==> config.mk <==
export PLATFORM = sky130hd
export DESIGN_NAME = echo_req_arbiter
export DESIGN_NICKNAME = d
export VERILOG_FILES = /design/src/rtl/echo_arb_pkg.sv /design/src/rtl/echo_req_arbiter_rr_pick.sv /design/src/rtl/echo_req_arbiter.sv
export SDC_FILE = /design/constraint.sdc
export NUM_CORES = 1
export LEC_CHECK = 0
export ABC_CLOCK_PERIOD_IN_PS = 3000
export BUFFER_PORTS_ARGS = -buffer_cell sky130_fd_sc_hd__buf_2
export CAP_MARGIN = 20
export CELL_PAD_IN_SITES_DETAIL_PLACEMENT = 0
export CELL_PAD_IN_SITES_GLOBAL_PLACEMENT = 2
export CORE_UTILIZATION = 21
export DETAILED_ROUTE_END_ITERATION = 16
export PLACE_DENSITY = 0.82
export SLEW_MARGIN = 20
export SYNTH_ARGS = -nofsm -noshare
export SYNTH_HDL_FRONTEND = slang
export SYNTH_SLANG_ARGS = --single-unit
==> constraint.sdc <==
create_clock -name CLK -period 3 [get_ports CLK]
set_clock_uncertainty 0.15 [all_clocks]
set_input_delay 0 -clock CLK [delete_from_list [all_inputs] [get_ports CLK]]
set_output_delay 0 -clock CLK [all_outputs]
set_load 0.02 [all_outputs]
==> src/rtl/echo_arb_pkg.sv <==
// Shared constants and the slot record for the echo request arbiter.
// Slot/tag widths here follow the default NREQ/DATA_W build.
package echo_arb_pkg;

  localparam int NREQ_DEF   = 4;
  localparam int DATA_W_DEF = 32;
  localparam int TAG_W_DEF  = $clog2(NREQ_DEF);

  localparam int              STAT_W   = 16;
  localparam logic [STAT_W-1:0] STAT_MAX = 16'hFFFF;

  typedef struct packed {
    logic                  valid;
    logic [TAG_W_DEF-1:0]  tag;
    logic [DATA_W_DEF-1:0] data;
  } slot_t;

  // Round-robin successor: index n-1 wraps back to 0.
  function automatic int rr_succ(input int i, input int n);
    return (i == n - 1) ? 0 : i + 1;
  endfunction

endpackage

==> src/rtl/echo_req_arbiter_rr_pick.sv <==
// Round-robin pick: first pending index at or after ptr_i, wrapping at N-1.
// Purely combinational; grant_o is one-hot or zero.
module rr_pick
  import echo_arb_pkg::*;
#(
  parameter int N = 4
) (
  input  logic [N-1:0]         pend_i,
  input  logic [$clog2(N)-1:0] ptr_i,
  output logic [N-1:0]         grant_o,
  output logic [$clog2(N)-1:0] idx_o
);

  localparam int W = $clog2(N);

  logic         found;
  logic [W-1:0] j;

  always_comb begin
    grant_o = '0;
    idx_o   = '0;
    found   = 1'b0;
    j       = ptr_i;
    for (int k = 0; k < N; k++) begin
      if (!found && pend_i[j]) begin
        found      = 1'b1;
        grant_o[j] = 1'b1;
        idx_o      = j;
      end
      j = W'(rr_succ(int'(j), N));
    end
  end

endmodule

==> src/rtl/echo_req_arbiter.sv <==
// Round-robin arbiter feeding one registered enq slot (data + source tag).
// Optional per-requester saturating grant counters under `define ARB_STATS_EN.
module echo_req_arbiter
  import echo_arb_pkg::*;
#(
  parameter int NREQ   = NREQ_DEF,
  parameter int DATA_W = DATA_W_DEF
) (
  input  logic                    CLK,
  input  logic                    nRST,
  input  logic [NREQ-1:0]         req_pend,
  input  logic [NREQ-1:0]         req__ENA,
  input  logic [NREQ*DATA_W-1:0]  req_v,
  output logic [NREQ-1:0]         req__RDY,
  output logic                    out_enq__ENA,
  output logic [DATA_W-1:0]       out_enq_v,
  output logic [$clog2(NREQ)-1:0] out_enq_tag,
  input  logic                    out_enq__RDY,
  input  logic [$clog2(NREQ)-1:0] stat_sel,
  input  logic                    stat_clr,
  output logic [STAT_W-1:0]       stat_count
);

  localparam int TAG_W = $clog2(NREQ);

  typedef struct packed {
    logic              valid;
    logic [TAG_W-1:0]  tag;
    logic [DATA_W-1:0] data;
  } arb_slot_t;

  arb_slot_t         slot_q, slot_d;
  logic [TAG_W-1:0]  ptr_q, ptr_d;
  logic [NREQ-1:0]   pick_grant;
  logic [TAG_W-1:0]  pick_idx;
  logic              slot_free;
  logic              drain;
  logic              accept;
  logic [DATA_W-1:0] req_data [NREQ];

  for (genvar g = 0; g < NREQ; g++) begin : g_unpack
    assign req_data[g] = req_v[g*DATA_W +: DATA_W];
  end

  rr_pick #(.N(NREQ)) u_pick (
    .pend_i  (req_pend),
    .ptr_i   (ptr_q),
    .grant_o (pick_grant),
    .idx_o   (pick_idx)
  );

  // Pass-through: a draining slot can be refilled in the same cycle.
  assign slot_free = !slot_q.valid || out_enq__RDY;
  assign req__RDY  = pick_grant & {NREQ{slot_free}};
  assign accept    = |(req__ENA & req__RDY);
  assign drain     = slot_q.valid && out_enq__RDY;

  assign out_enq__ENA = drain;
  assign out_enq_v    = slot_q.valid ? slot_q.data : '0;
  assign out_enq_tag  = slot_q.valid ? slot_q.tag  : '0;

  always_comb begin
    slot_d = slot_q;
    ptr_d  = ptr_q;
    if (accept) begin
      slot_d.valid = 1'b1;
      slot_d.tag   = pick_idx;
      slot_d.data  = req_data[pick_idx];
      ptr_d        = TAG_W'(rr_succ(int'(pick_idx), NREQ));
    end else if (drain) begin
      slot_d.valid = 1'b0;
    end
  end

  always_ff @(posedge CLK) begin
    if (!nRST) begin
      slot_q <= '0;
      ptr_q  <= '0;
    end else begin
      slot_q <= slot_d;
      ptr_q  <= ptr_d;
    end
  end

`ifdef ARB_STATS_EN
  logic [STAT_W-1:0] cnt_q [NREQ];

  // Clear wins over a same-cycle increment; counters stick at STAT_MAX.
  always_ff @(posedge CLK) begin
    if (!nRST || stat_clr) begin
      for (int i = 0; i < NREQ; i++) cnt_q[i] <= '0;
    end else if (accept && cnt_q[pick_idx] != STAT_MAX) begin
      cnt_q[pick_idx] <= cnt_q[pick_idx] + 1'b1;
    end
  end

  assign stat_count = (int'(stat_sel) < NREQ) ? cnt_q[stat_sel] : '0;
`else
  logic stat_unused;
  assign stat_unused = ^{stat_sel, stat_clr};
  assign stat_count  = '0;
`endif

`ifndef SYNTHESIS
  a_ena_needs_rdy: assert property (@(posedge CLK) disable iff (!nRST)
    ((req__ENA & ~req__RDY) == '0))
    else $error("echo_req_arbiter: req__ENA without req__RDY");

  a_ena_onehot: assert property (@(posedge CLK) disable iff (!nRST)
    $onehot0(req__ENA))
    else $error("echo_req_arbiter: multiple req__ENA bits");
`endif

endmodule

# Word-level counts from Yosys, hierarchy flattened
# Index checks and enable logic that the tools add are counted.
[word_totals]
mem_bits_ro = 0
latch_bits = 0
ramBits = 0
output_inout_bits = 55
register_bits = 37
memories = 0
[op_classes]
add_sub_neg = 4
n_reduce_logical = 15
n_shift = 0
eq_ne = 4
n_bitwise = 6
magnitude_cmp = 9
muxes = 38
n_div = 0
n_mul = 0
[ops]
columns = ["op", "n"]
rows = [
  ["32-bit two-way mux", 3],
  ["32-bit binary-select mux with 2-bit select", 1],
  ["2-bit two-way mux", 9],
  ["4-bit two-way mux", 4],
  ["1-bit two-way mux", 13],
  ["2-bit by 3-bit less-than comparator with 1-bit output (second input constant)", 4],
  ["4-bit bitwise OR", 3],
  ["2-bit by 1-bit adder with 2-bit output (second input constant)", 4],
  ["4-bit bitwise AND", 2],
  ["1-bit binary-select mux with 2-bit select", 4],
  ["1-bit demux with 2-bit select", 4],
  ["2-bit by 1-bit equality test with 1-bit output (second input constant)", 4],
  ["2-bit by 1-bit greater-or-equal comparator with 1-bit output (second input constant)", 4],
  ["1-bit logical AND", 8],
  ["1-bit zero test", 4],
  ["4-bit OR reduction", 1],
  ["3-bit greater-or-equal comparator (second input constant)", 1],
  ["2-bit NOT with 3-bit output", 1],
  ["2-bit nonzero test", 1],
  ["1-bit logical OR", 1],
]

# Depth between registers and ports, before layout
# Gate-level depths: netlist (run 1).
[logic_depth]
depth_word = 16
depth_mapped = 14
ltp_nobuf = 9

# Cells and area by module
# From an unflattened synthesis (run 1), not the netlist that was laid out.
[unflattened]
cells_unflattened = 381
area_unflattened_um2 = 3677.3
[by_module_without_submodules]
columns = ["mod", "cells_per_inst", "instances", "area_per_inst_um2"]
rows = [
  ["echo_req_arbiter", 315, 1, 3076.7],
  ["rr_pick", 66, 1, 600.6],
]

# Least setup slack after synthesis (run 1)
# OpenSTA, ideal clock, no wires.
[synth_timing]
kind = "register to register"
startpoint = "register ptr_q[0]"
endpoint = "register ptr_q[0]"
period_less_slack_ns = 3.281
arrival_ns = 3.016
path_slack_ns = -0.281
stages_incl_launch_ff = 12
setup_time_ns = 0.115
required_time_ns = 2.735
path_cell_list = "dfxtp_1 -> buf_6 -> buf_4 -> inv_1 -> ha_1 -> mux4_2 -> and3_1 -> o41a_1 -> nor4_4 -> buf_6 -> mux2i_1 -> nor2_1"
[synth_via]
elab_chain_len = 15
elab_cells_between_ends = 63
[synth_rtl]
columns = ["item", "line_no", "rtl"]
rows = [
  ["from (decl)", "echo_req_arbiter.sv:33", "logic [TAG_W-1:0] ptr_q, ptr_d;"],
  ["from (signal assigned)", "echo_req_arbiter.sv:81", "ptr_q <= ptr_d;"],
  ["2-bit by 1-bit adder with 2-bit output (tied with other cells)", "echo_arb_pkg.sv:20", "return (i == n - 1) ? 0 : i + 1;"],
  ["2-bit two-way mux / 1-bit two-way mux (equally long branches)", "echo_arb_pkg.sv:20, echo_req_arbiter_rr_pick.sv:25", ""],
  ["2-bit by 1-bit adder with 2-bit output (tied with other cells)", "echo_arb_pkg.sv:20", ""],
  ["2-bit two-way mux (tied with other cells)", "echo_arb_pkg.sv:20", ""],
  ["2-bit by 1-bit adder with 2-bit output (tied with other cells)", "echo_arb_pkg.sv:20", ""],
  ["2-bit two-way mux (tied with other cells)", "echo_arb_pkg.sv:20", ""],
  ["2-bit by 3-bit less-than comparator with 1-bit output (not written as such) (tied with other cells)", "echo_req_arbiter_rr_pick.sv:27", "grant_o[j] = 1'b1;"],
  ["1-bit logical AND (not written as such) (tied with other cells)", "echo_req_arbiter_rr_pick.sv:27", ""],
  ["1-bit two-way mux (not written as such) (tied with other cells)", "echo_req_arbiter_rr_pick.sv:27", ""],
  ["1-bit demux with 2-bit select (tied with other cells)", "n/a", ""],
  ["4-bit bitwise OR (no source line) / 1-bit logical AND (equally long branches)", "n/a", ""],
  ["4-bit two-way mux", "echo_req_arbiter_rr_pick.sv:25", "if (!found && pend_i[j]) begin"],
  ["4-bit bitwise AND", "echo_req_arbiter.sv:54", "assign req__RDY = pick_grant & {NREQ{slot_free}};"],
  ["4-bit bitwise AND", "echo_req_arbiter.sv:55", "assign accept = |(req__ENA & req__RDY);"],
  ["4-bit OR reduction", "echo_req_arbiter.sv:55", ""],
]
# Parallel ways exist; a longest one is shown, timed or not. The select of a mux whose other input is x is not followed.
# A chain may end at the register's enable or synchronous reset.

# Final worst setup path (run 1)
[layout_timing]
startpoint = "register ptr_q[0]"
endpoint = "register slot_q[4] (netlist bit)"
[layout_via]
elab_chain_len = 16
elab_cells_between_ends = 64
[layout_rtl]
columns = ["item", "line_no", "rtl"]
rows = [
  ["branches (longest 16 deep; another with 2-bit by 3-bit less-than comparator with 1-bit output)", "n/a", ""],
  ["to (signal assigned)", "echo_req_arbiter.sv:80", "slot_q <= slot_d;"],
  ["to (decl)", "echo_req_arbiter.sv:32", "arb_slot_t slot_q, slot_d;"],
]
# Parallel ways; which one is timed is not known. The select of a mux whose other input is x is not followed.

==> qor.txt, run 1 <==
Outcome: complete, no violations
Fin util: 37.1%
CTS H-tree lvls: 2
Chip width: 130 µm
Commonest non-fill, non-tap cell in the layout: buf_2
Clock Sinks: 37
Clock transition at path regs: 60 ps
CP max-delay cell: mux4_2
Hold violation count in the final report: 0
Worst path arrival time: 3010 ps
CORE AREA: 16000 µm²
Routed wire per std cell: 16.8 µm
Hold Slack: 12.9 ps
Cell Chain, Critical Path: inv_4, ha_4, mux4_2, buf_6, nor2b_1, o21ai_1, a31oi_2, nor4_4, buf_12, buf_6, nand2b_4, o31ai_2
TritonCTS buffer count: 5
WHS Path Cells: 3
Antenna Nets Post-Route: 0
Crit path time final: 2960 ps
Vias in the first global route: 4180
Cell area after synthesis: 3470 µm²
Post-synth cell types: 54
Post-synth EDFFs: 0
Fin crit share: 98.8%
Port-buffer cells: 177
R2R Setup Slk: 40 ps
Placer Congestion: 0.833
#FFs+latches synth: 37
DP HPWL: 9790 µm
Fraction of layout cells with a size suffix above 1: 42.6%
Grt ovf: 0
Longest Clk Path Bufs: 2
WP data required: 3050 ps
Commonest cells after routing, fill and taps aside: buf_2, and3_1, dlygate4sd3_1, a211oi_1, and2_1
Worst-Skew Late Latency: 280 ps
Post-Syn Instances: 429
Ys async rst share: 0%
Gr usage total: 16.3%
Final setup vio count: 0
# rows: 46
Vias after detailed routing: 4357
Hold Startpoint: out_enq__RDY
R2R cell count: 12
Critical path startpoint category: flop
Slew @ Worst Pin: 918 ps
Setup TNS Final: 0 ps
Setup WS post-layout: 36.0 ps
Ant diodes: 0
Crit-path most repeated cell: buf_6
FF-to-FF End: slot_q[4]
# fillers: 1707
Largest net degree at the start of global routing: 39
Vias per std cell: 4.88
Final Instance Area: 5940 µm²
TritonCTS clock tree: built
Post-Place Cells: 800
Seq/Total Area, Yosys: 21.4%
DR pass1 iterations: 4
Initial Utilization: 21.7%
Clock Tree Root: clkbuf_16
Top-Level Pins: 197
First-pass GRT wire length: 21500 µm
Syn avg cell area: 8.08 µm²
Placed inst area: 4620 µm²
Reg2reg start: ptr_q[0]
Setup crit end kind: flop
HP Class: input pin to flop
Final wirelength: 15000 µm
Post-Layout Cell Count: 892
Die Span Y: 130 µm
RSZ-0062 raised after global routing: yes
Final Power: 6.68 mW
Synthesis-to-layout area growth: 71.3%
Delay-heaviest family, CP: compound AO/OA/AOI/OAI gates
Most used flip-flop cell after synthesis: dfxtp_1
Residual DRC: 0
Max-slew headroom: 38.8%
Hold endpoint: slot_q[34]
Final nets: 823
Drt first-iter violations: 200
P_leak: 2.68 nW
Pwr Density: 1120 nW/µm²
Worst slack at placement: -309 ps
Area of the die: 17000 µm²
CP Class: flop to flop
VDD IR max: 404 µV
Slew Limit Fails: 0
MaxCap Viol Count: 0
Worst path bufs/invs: 4
Crit path largest cell delay: 570 ps
Max Freq: 337 MHz
Yosys warning total: 0
Maximum fanout along the worst path: 8
Initial antenna violation count: 0
==> final cells by class <==
| type | instances | area (µm²) | share of cell area [%] |
|---|---|---|---|
| flip-flops and latches | 37 | 746 | 12.6 |
| clock inverters | 1 | 30.0 | 0.505 |
| clock buffers | 7 | 143 | 2.40 |
| repair buffers | 282 | 2020 | 34.0 |
| inverters | 5 | 21.3 | 0.358 |
| well taps | 216 | 270 | 4.55 |
| multi-input cells | 344 | 2710 | 45.6 |
==> layer usage <==
metal	up-vias	track usage, %	part of all wire, %
met3	9	2.48	5.3
li1	2100	-	-
met4	0	2.97	0.65
met2	162	30.3	51
met5	-	0	0
met1	2086	20.0	43
==> state kept, by name, summed over array words and instances (netlist names) <==
register and count:
ptr_q 2, slot_q 35
==> worst register-to-register path, delay by kind of cell (launching register included) <==
| family | cells | cell delay, ps |
|---|---|---|
| buffers and inverters | 4 | 470 |
| AO/OA/AOI/OAI | 3 | 660 |
| multiplexers | 1 | 570 |
| flip-flops | 1 | 380 |
| adder cells (fa/ha/maj) | 1 | 290 |
| AND/OR/NAND/NOR | 3 | 370 |
==> Yosys cell counts (2+ instances only) <==
library cell	count	area (µm²)
a211oi_1	65	488
a211oi_2	2	25.0
a21oi_1	4	20.0
a31oi_1	2	12.5
a41oi_1	2	17.5
a41oi_2	2	32.5
and2_1	38	238
and3_1	65	407
buf_12	2	40.0
buf_2	10	50.1
buf_4	19	143
buf_6	5	56.3
clkbuf_1	23	86.3
clkbuf_2	2	10.0
dfxtp_1	37	741
ha_1	6	75.1
inv_1	4	15.0
mux2_4	3	45.0
mux2i_1	6	60.1
mux4_2	2	45.0
nand2_1	9	33.8
nand3_1	34	170
nor2_1	8	30.0
nor2b_1	10	62.6
o21ai_0	5	25.0
o311a_1	2	20.0
o311ai_0	3	26.3
o31ai_1	32	240
o41a_1	2	22.5
==> logic make-up (layout without fill, tap and decap cells) <==
logic type,count (synthesis),in the layout,synth area share [%]
AOI/OAI and AO/OA,130,131,29.3
adders and majority gates,6,6,2.17
buffers and inverters,67,295,11.8
DFF,37,37,21.4
muxes,12,12,4.66
other,1,16,0.108
and+or+nand+nor,176,179,30.7
==> worst max path at each step <==
stage	start	to	slack, ps	depth (start not counted)
floorplan	ptr_q[0]	ptr_q[0]	7	11
global placement	ptr_q[0]	slot_q[29]	-80	8
detailed placement	ptr_q[0]	slot_q[27]	-310	9
CTS	ptr_q[0]	slot_q[26]	7	11
global route	ptr_q[0]	slot_q[29]	-80	12
finish	ptr_q[0]	slot_q[4]	40	12
==> timing repair <==
| action | 4_1_cts | 5_1_grt |
|---|---|---|
| gates resized for setup | 28 | 36 |
| buffers inserted | 12 | 2 |
| pin swaps | 12 | 13 |
| endpoints found under the setup margin | 36 | 36 |
| cloned | 5 | 2 |
| hold buffers | 64 | 0 |
| endpoints found under the hold margin | 32 | 0 |
==> power breakdown <==
part / leakage, nW / switching [mW] / internal, mW
combinational: 2.29 / 2.85 / 2.33
clock: 0.0841 / 0.220 / 0.416
sequential: 0.305 / 0.113 / 0.747
Note: power is estimated with default switching activity, not from simulation.
==> run 2: changes to the inputs <==
--- a/config.mk
+++ b/config.mk
@@ -10,6 +10,7 @@
 export CAP_MARGIN = 20
 export CELL_PAD_IN_SITES_DETAIL_PLACEMENT = 0
 export CELL_PAD_IN_SITES_GLOBAL_PLACEMENT = 2
+export CORE_ASPECT_RATIO = 0.5
 export CORE_UTILIZATION = 21
 export DETAILED_ROUTE_END_ITERATION = 16
 export PLACE_DENSITY = 0.82
==> run 2 against run 1 <==
Flip-flop and latch count unchanged. Clock power up 10%. Die area up 0.18%. Via count down 1.8%. Count of clock-buffer cells in the layout down 2. Sequential power down 2%. Fmax down 0.45%.
==> qor.txt, run 2 (synthesis results as in run 1) <==
VDD IR max: 584 µV (+44%)
Slew Limit Fails: 0 (unchanged)
Die Span Y: 92.9 µm (-29%)
Residual DRC: 0 (unchanged)
FF-to-FF End: ptr_q[0]
Commonest non-fill, non-tap cell in the layout: buf_2
Vias in the first global route: 4105 (-1.8%)
Reg2reg start: ptr_q[0]
Hold violation count in the final report: 0 (unchanged)
Hold endpoint: slot_q[30]
Slew @ Worst Pin: 731 ps (-187 ps)
WP data required: 3020 ps (-30 ps)
Fin crit share: 99.3% (+0.45 points)
Routed wire per std cell: 16.0 µm (-4.6%)
TritonCTS buffer count: 5 (unchanged)
DR pass1 iterations: 4 (unchanged)
Critical path startpoint category: flop
Final Instance Area: 5730 µm² (-3.6%)
Worst-Skew Late Latency: 280 ps (about the same)
Placer Congestion: 0.833 (about the same)
Ant diodes: 0 (unchanged)
R2R Setup Slk: 20 ps (about the same)
RSZ-0062 raised after global routing: yes
Setup TNS Final: 0 ps (unchanged)
CTS H-tree lvls: 2 (unchanged)
MaxCap Viol Count: 0 (unchanged)
Multi-input logic area: 2540 µm² (-6.1%)
Placed inst area: 4730 µm² (+2.4%)
Crit path time final: 2980 ps (+13.5 ps)
Port-buffer cells: 177 (unchanged)
Clock Tree Root: clkbuf_16
CP max-delay cell: mux4_2
# rows: 32 (-30%)
Clock Sinks: 37 (unchanged)
Longest Clk Path Bufs: 2 (unchanged)
Fraction of layout cells with a size suffix above 1: 38.7% (-3.9 points)
CP Class: flop to flop
R2R cell count: 10 (-2)
Clock transition at path regs: 60 ps (about the same)
Hold Startpoint: req_v[94]
Register Area: 742 µm² (-0.50%)
Vias per std cell: 4.81 (-1.5%)
Gr usage total: 15.7% (-0.69 points)
Pwr Density: 1070 nW/µm² (-4.5%)
Initial Utilization: 22.0% (+0.31 points)
Top reg by flops: slot_q
Antenna Nets Post-Route: 0 (unchanged)
Outcome: complete, no violations
DP HPWL: 9830 µm (+0.42%)
Grt ovf: 0 (unchanged)
Largest register FFs: 35 (unchanged)
Chip width: 184 µm (+41%)
CORE AREA: 15800 µm² (-1.4%)
Area of the die: 17100 µm² (+0.18%)
Initial antenna violation count: 0 (unchanged)
HP Class: input pin to flop
P_leak: 2.61 nW (-2.4%)
Cell Chain, Critical Path: inv_2, ha_4, mux4_2, and3_4, o41a_1, nor4_4, buf_6, buf_12, mux2i_2, nor2_1
Maximum fanout along the worst path: 19 (+11)
Final nets: 816 (-0.85%)
Max-slew headroom: 51.3% (+12 points)
Crit path largest cell delay: 600 ps (+30 ps)
WHS Path Cells: 4 (+1)
Final wirelength: 14300 µm (-4.8%)
Vias after detailed routing: 4280 (-1.8%)
Synthesis-to-layout area growth: 65.2%
Max Freq: 336 MHz (-0.45%)
TritonCTS clock tree: built
Setup crit end kind: flop
Largest net degree at the start of global routing: 44 (+13%)
Final setup vio count: 0 (unchanged)
Commonest cells after routing, fill and taps aside: buf_2, dlygate4sd3_1, and3_1, a211oi_1, and2_1
Largest regs: slot_q: 35 flops, ptr_q: 2 flops
Drt first-iter violations: 157 (-22%)
# fillers: 1684 (-1.3%)
Worst path arrival time: 3000 ps (about the same)
Top-Level Pins: 197 (unchanged)
First-pass GRT wire length: 21300 µm (-0.96%)
run 2: cell types whose count changed in the layout (fill, tap and decap cells not counted), sizes merged:
| cell | change |
|---|---|
| a21oi | -1 |
| buf | -4 |
| bufinv | +1 |
| clkbuf | -3 |
| clkinv | +1 |
| dlygate4sd3 | +1 |
| mux4 | +1 |
| nand2b | -3 |
run 2: how the worst max path moves through the flow:
stage / start / to / slack (ps) / cells past startpoint
after floorplan: ptr_q[0] / ptr_q[0] / 7 / 11
after global placement: ptr_q[1] / slot_q[16] / -30 / 11
after detailed placement: ptr_q[1] / slot_q[23] / -60 / 11
after CTS: ptr_q[1] / slot_q[20] / 9 / 10
after global routing: ptr_q[0] / ptr_q[0] / -120 / 10
final: ptr_q[0] / ptr_q[0] / 20 / 10
run 2: power breakdown:
part / switching [mW] / total [mW] / internal, mW
Combinational: 2.56 / 4.61 / 2.05
Clock: 0.226 / 0.702 / 0.475
Sequential: 0.101 / 0.844 / 0.744
run 2: cell type report:
type | instances | share of cell area [%]
Multi-Input combinational cell | 341 | 44.4
Tap cell | 221 | 4.83
Timing Repair Buffer | 278 | 34.2
Inverter | 5 | 0.328
Sequential cell | 37 | 13.0
Clock inverter | 3 | 1.14
Clock buffer | 5 | 2.18
run 2: what timing repair did:
action	4_1_cts	5_1_grt
gates cloned	0	2
hold buffers	65	0
endpoints found under the hold margin	32	0
setup buffers	0	1
gates resized for setup	6	18
pin swaps	2	3
setup endpoints to repair	35	36
run 2: metrics by stage:
stage	hold slack [ps]	power [mW]	util (%)	std cells	worst slack, ps
floorplan	51.6	3.75	-	444	6.77
global placement	172	5.07	30.0	814	-31.4
detailed placement	187	5.11	30.0	814	-61.6
CTS	0.114	5.94	35.4	887	9.45
global route	26.0	6.60	36.3	890	-120
finish	7.86	6.16	36.3	890	22.5
run 2: layer usage:
layer	global-route usage [%]	routed length (µm)
met2	27.9	7140
met5	0	0
met1	19.7	6390
met4	4.65	276
met3	1.77	452
run 2: critical path, delay by kind of cell, from the launching register on:
| family | cells | cell delay (ps) |
|---|---|---|
| muxes | 2 | 820 |
| AOI/OAI and AO/OA | 1 | 430 |
| and+or+nand+nor | 3 | 410 |
| buffers and inverters | 3 | 370 |
| DFF | 1 | 340 |
| adders and majority gates | 1 | 340 |
==> run 3: changes to the inputs <==
--- a/config.mk
+++ b/config.mk
@@ -14,6 +14,7 @@
 export CORE_UTILIZATION = 21
 export DETAILED_ROUTE_END_ITERATION = 16
 export PLACE_DENSITY = 0.82
+export SETUP_SLACK_MARGIN = 0.15
 export SLEW_MARGIN = 20
 export SYNTH_ARGS = -nofsm -noshare
 export SYNTH_HDL_FRONTEND = slang
==> run 3 against run 2 <==
Combinational power grew 6.1%. Flip-flop and latch count is the same. Global-route usage down 0.059 points. Clock power down 29%. Fmax fell by 0.27%. Final cell count rose by 0.90%. Count of clock-buffer cells in the layout is the same. Final area increased by 2.0%. Critical path depth unchanged. Worst setup slack got worse by 8.0 ps. Non-clock buffer count grew 9.
==> qor.txt, run 3 (synthesis results as in run 1) <==
Outcome: complete, no violations
VDD IR max: 541 µV (-7.4%)
Gr usage total: 15.6% (-0.059 points)
WP data required: 3010 ps (about the same)
CP Class: flop to flop
Worst path arrival time: 3000 ps (about the same)
Area of the die: 17100 µm² (unchanged)
Vias after detailed routing: 4263 (-0.40%)
Final nets: 825 (+1.1%)
Longest Clk Path Bufs: 2 (unchanged)
Commonest non-fill, non-tap cell in the layout: buf_2
Antenna Nets Post-Route: 0 (unchanged)
Pwr Density: 1070 nW/µm² (-0.37%)
Vias per std cell: 4.75 (-1.3%)
Residual DRC: 0 (unchanged)
Max Freq: 335 MHz (-0.27%)
Clock transition at path regs: 60 ps (about the same)
HP Class: input pin to flop
Worst-Skew Late Latency: 280 ps (about the same)
RSZ-0062 raised after global routing: yes
Top-Level Pins: 197 (unchanged)
Setup TNS Final: 0 ps (unchanged)
CTS H-tree lvls: 2 (unchanged)
P_leak: 2.65 nW (+1.5%)
Clock Tree Root: clkbuf_16
Slew Limit Fails: 0 (unchanged)
Top reg by flops: slot_q
WHS Path Cells: 4 (unchanged)
Initial antenna violation count: 1 (+1)
Drt first-iter violations: 163 (+3.8%)
Grt ovf: 0 (unchanged)
Vias in the first global route: 3954 (-3.7%)
First-pass GRT wire length: 21000 µm (-1.4%)
Fin crit share: 99.5% (+0.27 points)
Setup crit end kind: flop
Fin util: 37.0% (+0.71 points)
DP HPWL: 10100 µm (+2.6%)
Largest net degree at the start of global routing: 40 (-9.1%)
Chip width: 184 µm (unchanged)
Largest regs: slot_q: 35 flops, ptr_q: 2 flops
MaxCap Viol Count: 0 (unchanged)
Final wirelength: 13900 µm (-2.7%)
Routed wire per std cell: 15.5 µm (-3.6%)
Critical path startpoint category: flop
TritonCTS clock tree: built
Initial Utilization: 22.0% (unchanged)
R2R cell count: 10 (unchanged)
Largest register FFs: 35 (unchanged)
Port-buffer cells: 177 (unchanged)
Hold violation count in the final report: 0 (unchanged)
Synthesis-to-layout area growth: 68.5%
DR pass1 iterations: 5 (+1)
Crit path time final: 2990 ps (+8.04 ps)
Commonest cells after routing, fill and taps aside: buf_2, and3_1, dlygate4sd3_1, a211oi_1, and2_1
Placer Congestion: 0.794 (-4.7%)
Clock Sinks: 37 (unchanged)
Fraction of layout cells with a size suffix above 1: 40.8% (+2.1 points)
# rows: 32 (unchanged)
Final setup vio count: 0 (unchanged)
CORE AREA: 15800 µm² (unchanged)
Die Span Y: 92.9 µm (unchanged)
Maximum fanout along the worst path: 11 (-8)
TritonCTS buffer count: 5 (unchanged)
## run 3: changes by cell type in the layout (fill, tap and decap cells not counted), sizes merged
cell         previous run  this run
dlygate4sd3            65        64
diode                   0         1
clkbuf                  6         5
buf                   212       223
bufinv                  2         0
## run 3: area by class of cell
class,instances,area [µm²]
clock inverter,1,5.00
timing repair buffer,287,2080
tap,221,277
inverter,5,23.8
fill,1665,9930
antenna,1,2.50
sequential,37,746
multi-input combinational,341,2580
clock buffer,5,125
## run 3: path summary, 6_finish.rpt
path | start | end | slack [ps]
max | ptr_q[0] | slot_q[4] | 10
min | req_v[71] | slot_q[7] | 20
max reg2reg | ptr_q[0] | slot_q[4] | 10
min reg2reg | slot_q[24] | slot_q[24] | 310
## run 3: stage by stage
step / instances / instance area, µm² / setup WS, ps / power [mW] / hold WS (ps)
6_report: 898 / 5840 / 14.4 / 6.25 / 17.1
5_1_grt: 898 / 5840 / -99.1 / 6.72 / 35.8
4_1_cts: 896 / 5780 / 28.3 / 6.18 / 15.9
3_5_place_dp: 819 / 4840 / -32.1 / 5.22 / 191
3_3_place_gp: 819 / 4840 / 9.52 / 5.20 / 174
2_1_floorplan: 444 / 3620 / 116 / 3.85 / 51.6
## run 3: critical path, stage by stage (launching register included)
cell and delay (ps):
dfxtp_4 390, inv_6 40, ha_4 340, mux4_2 600
and3_4 190, o41a_1 350, nor4_4 220, buf_12 180
nand2b_4 180, buf_12 150, o31ai_1 70
## run 3: report_power, final
part	internal [mW]	switching (mW)
logic	2.27	2.62
clock network	0.297	0.199
registers	0.748	0.120
## run 3: timing repair
action	4_1_cts	5_1_grt
setup endpoints to repair	37	37
endpoints found under the hold margin	32	0
cloned	3	0
setup buffers	4	1
hold buffers	64	0
resized for setup	15	14
pin swaps	5	3
## run 3: routing by layer
metal | share of wire [%] | track usage, %
met1 | 46 | 20.9
met4 | 1.9 | 4.58
met2 | 49 | 26.7
met3 | 2.9 | 1.18
met5 | 0 | 0
